$ cat config.mk
export PLATFORM = sky130hd
export DESIGN_NAME = led_flow_ctrl
export DESIGN_NICKNAME = d
export VERILOG_FILES = /design/src/rtl/led_flow_ctrl.sv
export SDC_FILE = /design/constraint.sdc
export NUM_CORES = 1
export LEC_CHECK = 0
export ABC_AREA = 1
export ABC_CLOCK_PERIOD_IN_PS = 2100
export CAP_MARGIN = 20
export CORE_ASPECT_RATIO = 1.25
export CORE_MARGIN = 5
export CORE_UTILIZATION = 31
export CTS_BUF_LIST = sky130_fd_sc_hd__clkbuf_4 sky130_fd_sc_hd__clkbuf_8
export DETAILED_ROUTE_END_ITERATION = 12
export PLACE_DENSITY = 0.54
export SLEW_MARGIN = 40
export SYNTH_ARGS = -nofsm -noshare
export SYNTH_HDL_FRONTEND = slang
export SYNTH_SLANG_ARGS = --single-unit
$ cat constraint.sdc
create_clock -name clk -period 2.1 [get_ports clk]
set_clock_uncertainty 0.15 [all_clocks]
set_input_delay 0.42 -clock clk [delete_from_list [all_inputs] [get_ports clk]]
set_output_delay 0.42 -clock clk [all_outputs]
set_load 0.1 [all_outputs]
$ cat src/rtl/led_flow_ctrl.sv
// Flowing-water LED pattern engine: steps an N-bit pattern on each upstream carry tick.
// Optional macro LED_FLOW_BOUNCE_EN enables bounce mode (10); otherwise mode 10 rotates left.
module led_flow_ctrl #(
    parameter int N        = 8,
    parameter int LAP_BITS = 4
) (
    input  logic                clk,
    input  logic                r_n,
    input  logic                tick,
    input  logic                start,
    input  logic                stop,
    input  logic [1:0]          mode,
    output logic [N-1:0]        led,
    output logic                running,
    output logic                lap,
    output logic [LAP_BITS-1:0] lap_cnt
);

    typedef enum logic [1:0] {
        S_IDLE  = 2'd0,
        S_RUN   = 2'd1,
        S_PAUSE = 2'd2
    } state_t;

    localparam logic [N-1:0] LED_FIRST = {{(N-1){1'b0}}, 1'b1};
    localparam logic [N-1:0] LED_LAST  = {1'b1, {(N-1){1'b0}}};

    state_t              state_q, state_d;
    logic [N-1:0]        led_q, led_d;
    logic [1:0]          mode_q, mode_d;
    logic                running_q, running_d;
    logic                lap_q, lap_d;
    logic [LAP_BITS-1:0] lap_cnt_q, lap_cnt_d;
    logic [N-1:0]        step_led;
`ifdef LED_FLOW_BOUNCE_EN
    logic                dir_up_q, dir_up_d, step_dir_up;
`endif

    function automatic logic [N-1:0] start_pattern(input logic [1:0] m);
        return (m == 2'b01) ? LED_LAST : LED_FIRST;
    endfunction

    // One pattern step for the latched mode; the lap test compares against the start pattern.
    always_comb begin
        step_led = {led_q[N-2:0], led_q[N-1]};
`ifdef LED_FLOW_BOUNCE_EN
        step_dir_up = dir_up_q;
`endif
        case (mode_q)
            2'b01: step_led = {led_q[0], led_q[N-1:1]};
`ifdef LED_FLOW_BOUNCE_EN
            2'b10: begin
                if (dir_up_q) begin
                    step_led = led_q << 1;
                    if (step_led[N-1]) step_dir_up = 1'b0;
                end else begin
                    step_led = led_q >> 1;
                    if (step_led[0]) step_dir_up = 1'b1;
                end
            end
`endif
            2'b11: step_led = (&led_q) ? LED_FIRST : {led_q[N-2:0], 1'b1};
            default: ;
        endcase
    end

    always_comb begin
        state_d   = state_q;
        led_d     = led_q;
        mode_d    = mode_q;
        lap_d     = 1'b0;
        lap_cnt_d = lap_cnt_q;
`ifdef LED_FLOW_BOUNCE_EN
        dir_up_d  = dir_up_q;
`endif
        case (state_q)
            S_IDLE: begin
                led_d = '0;
                if (start) begin
                    state_d   = S_RUN;
                    mode_d    = mode;
                    led_d     = start_pattern(mode);
                    lap_cnt_d = '0;
`ifdef LED_FLOW_BOUNCE_EN
                    dir_up_d  = 1'b1;
`endif
                end
            end
            S_RUN: begin
                if (stop) begin
                    state_d = S_PAUSE;
                end else if (tick) begin
                    led_d = step_led;
`ifdef LED_FLOW_BOUNCE_EN
                    dir_up_d = step_dir_up;
`endif
                    if (step_led == start_pattern(mode_q)) begin
                        lap_d     = 1'b1;
                        lap_cnt_d = lap_cnt_q + LAP_BITS'(1);
                    end
                end
            end
            S_PAUSE: begin
                if (stop) begin
                    state_d = S_IDLE;
                    led_d   = '0;
                end else if (start) begin
                    state_d = S_RUN;
                end
            end
            default: begin
                state_d = S_IDLE;
                led_d   = '0;
            end
        endcase
        running_d = (state_d == S_RUN);
    end

    always_ff @(posedge clk or negedge r_n) begin
        if (!r_n) begin
            state_q   <= S_IDLE;
            led_q     <= '0;
            mode_q    <= 2'b00;
            running_q <= 1'b0;
            lap_q     <= 1'b0;
            lap_cnt_q <= '0;
`ifdef LED_FLOW_BOUNCE_EN
            dir_up_q  <= 1'b1;
`endif
        end else begin
            state_q   <= state_d;
            led_q     <= led_d;
            mode_q    <= mode_d;
            running_q <= running_d;
            lap_q     <= lap_d;
            lap_cnt_q <= lap_cnt_d;
`ifdef LED_FLOW_BOUNCE_EN
            dir_up_q  <= dir_up_d;
`endif
        end
    end

    assign led     = led_q;
    assign running = running_q;
    assign lap     = lap_q;
    assign lap_cnt = lap_cnt_q;

endmodule

==> results by group <==
Detailed routing
  – Wire length per cell: 11.8 um
  – Post-DRT Antenna Nets: 0
  – Detailed Route Iter0 Violations: 54
  – Initial DRT Pass Iterations: 4
  – DR WL met2: 1.27 mm
  – Met3 Wirelength: 117 um
  – Vias/cell: 4.89
  – Routed Wire Length: 2.52 mm
  – Top Metal Used: met4
  – DRC: 0
  – Met1 wire length: 1.10 mm
  – Vias: 1047

Worst setup path
  – FF-to-FF Start: led[4]
  – Worst Path Max Fanout: 6
  – WP data arrival: 1.82 ns
  – Worst Path Required: 2.10 ns
  – Crit. End Element: flop
  – FF-to-FF setup slack: 0.28 ns
  – R2R depth: 13
  – Critical path type: flop to flop
  – Crit Reg-Reg Endpoint: lap_cnt[3]
  – Worst Setup Start Kind: flop

Synth
  – Mean Syn Cell Area: 7.41 um^2
  – Ys Warns: 0
  – #FFs+latches synth: 18
  – Sequential cell area fraction in the yosys report: 0.405
  – Post-synth net total: approximately 160
  – Synth unique cells: 26
  – Syn Inst Count: 150
  – Cell Area, Synth: approximately 1100 um^2

Power and ir drop
  – LEAKAGE: 0.705 nW
  – Internal: slightly below 1 mW
  – PwrDens: 1270 nW/um^2
  – Seq pwr share: 0.278
  – Max VDD drop: 0.785 mV
  – Tot Pwr: 1.97 mW
  – Switching share of power: 0.512
  – Combinational group share of total power: 0.577
  – Reported net switching power: 1.01 mW
  – Clk pwr share: 0.145

Timing
  – Tmin final: 1.82 ns
  – Setup TNS: 0 ns
  – RSZ-0062 raised after global routing: false
  – Worst Tran Pin Value: 0.418 ns
  – Final setup viols: 0
  – Worst slew margin: 0.720
  – Achievable Freq: 550 MHz
  – Period utilization: 0.865
  – Slew Viols, Final: 0
  – Hold Fails Final Rpt: 0

CTS
  – Post-CTS setup repair buffer count: 0
  – CTS tree: yes
  – Clk sinks: 18
  – Number of gates resized after cts: 0
  – CTS Buffer Depth: 2
  – H-tree Lvls: 1
  – CTS Root Cell: clkbuf_8
  – Total CTS buffers: 3
  – Clock-pin slew on the worst setup and hold paths: 0.07 ns
  – Cts hold-fix bufs: 0
  – Skew-Pair Late Insertion Delay: 0.25 ns

Die
  – CORE AREA: 3480 um^2
  – Die area: slightly below 5000 um^2
  – Starting Density: 0.319
  – Placement row count: 24
  – Die Width: 63.5 um
  – Die Ht: 76.9 um
  – I/O pin cnt: 21

Run
  – Max-cap violations: 0

Outcome
  – Status: finished clean

Cells and area
  – Final non-filler cell total: 214
  – # diodes: 0
  – Commonest cells after routing, fill and taps aside: 40 x nand2_1, 22 x nor2_1, 14 x nand3_1, 12 x buf_12, 11 x inv_1
  – Filler Cells Inserted: 353
  – Core Util, Final: 0.444
  – Cell area after layout: 1550 um^2
  – Area growth syn-to-layout: 39.3%
  – Most common cell after layout, fill and taps aside: nand2_1
  – Layout cell share with drive strength beyond 1: 0.291
  – Nets: 184

Global route
  – Largest net degree at the start of global routing: 19
  – Grt total ovfl: 0
  – First-pass GRT wire length: 4.66 mm
  – GRT Total Usage: 0.113
  – Initial antenna violation count: 0
  – Vias in the first global route: 1050

Worst hold path
  – Hold Path Class: input pin to asynchronous set/reset pin

Placed design
  – Estimated wirelength of the detail-placed design: 2.01 mm
  – Final Wtd Congestion: 0.820
  – Inst Count DP: 210
  – Area after DPL: 1490 um^2
  – Port bufs: 20
-- metrics by stage --
stage | hold WS [ns] | setup WS [ns]
floorplan | -0.0256 | 0.0650
finish | 0.351 | 0.283
global route | 0.367 | 0.0841
CTS | 0.360 | 0.283
detailed placement | 0.406 | 0.132
global placement | 0.401 | 0.176
-- metal layers --
metal,vias up,track usage
li1,531,-
met1,490,0.137
met4,0,0.0374
met2,22,0.196
met5,-,0
met3,4,0.0234
-- logic make-up (layout without fill, tap and decap cells) --
family | Yosys count | count (layout) | synth area share
compound gates | 18 | 18 | 0.111
simple gates | 91 | 91 | 0.377
mux | 1 | 1 | 0.0101
fa+ha+maj | 1 | 1 | 0.0113
buf+inv | 19 | 44 | 0.0687
xor+xnor | 2 | 2 | 0.0158
flops | 18 | 18 | 0.405
-- cell usage after synthesis (all sizes together) --
master	count	area share
nand2	45	0.17
nor2	30	0.12
dfrtp	18	0.41
inv	16	0.054
nand3	15	0.072
o22ai	8	0.045
a21oi	4	0.021
o21ai	4	0.018
clkinv	2	0.0079
a31oi	1	0.019
buf	1	0.0068
ha	1	0.011
mux2	1	0.010
nor3	1	0.0090
o32ai	1	0.0079
xnor2	1	0.0079
xor2	1	0.0079
-- how the worst max path moves through the flow --
stage	to	start	slack, ns	depth (start not counted)
finish	lap_cnt[3]	led[4]	0.28	13
global route	lap_cnt[3]	led[4]	0.08	13
CTS	lap_cnt[3]	led[4]	0.28	13
detailed placement	led[7]	stop	0.13	5
global placement	led[7]	stop	0.18	5
floorplan	lap_cnt[0]	led[5]	0.07	13
-- sequential cells by signal, summed over array words and instances (netlist names) --
signal / cells
led: 8
lap_cnt: 4
mode_q: 2
state_q: 2
lap: 1
running: 1
-- final cells by class --
cell class / instances / area, um^2 / share of cell area
inverters: 18 / 68.8 / 0.0445
well taps: 39 / 48.8 / 0.0315
repair buffers: 22 / 330 / 0.213
flip-flops and latches: 18 / 460 / 0.297
multi-input cells: 113 / 584 / 0.378
clock buffers: 4 / 55.1 / 0.0356
-- power by group through the flow --
stage / Sequential (mW) / Combinational [mW] / Clock [mW]
3_5_place_dp: 0.555 / 1.15 / 0
2_1_floorplan: 0.850 / 0.522 / 0
3_3_place_gp: 0.554 / 1.14 / 0
4_1_cts: 0.550 / 1.15 / 0.294
5_1_grt: 0.564 / 1.24 / 0.308
6_report: 0.547 / 1.14 / 0.286
-- worst max-delay path, cell delays in order, from the launching register on --
cell	delay, ns
dfrtp_2	0.43
nand2_1	0.11
nor2_2	0.12
nand2_2	0.10
nand3_1	0.08
nand2_1	0.06
nor2_1	0.12
nand2_1	0.09
nor2_2	0.10
nand2_2	0.08
nand2_4	0.09
nand2_4	0.06
nand2_1	0.07
nand2_1	0.04
Note: power is estimated with default switching activity, not from simulation.
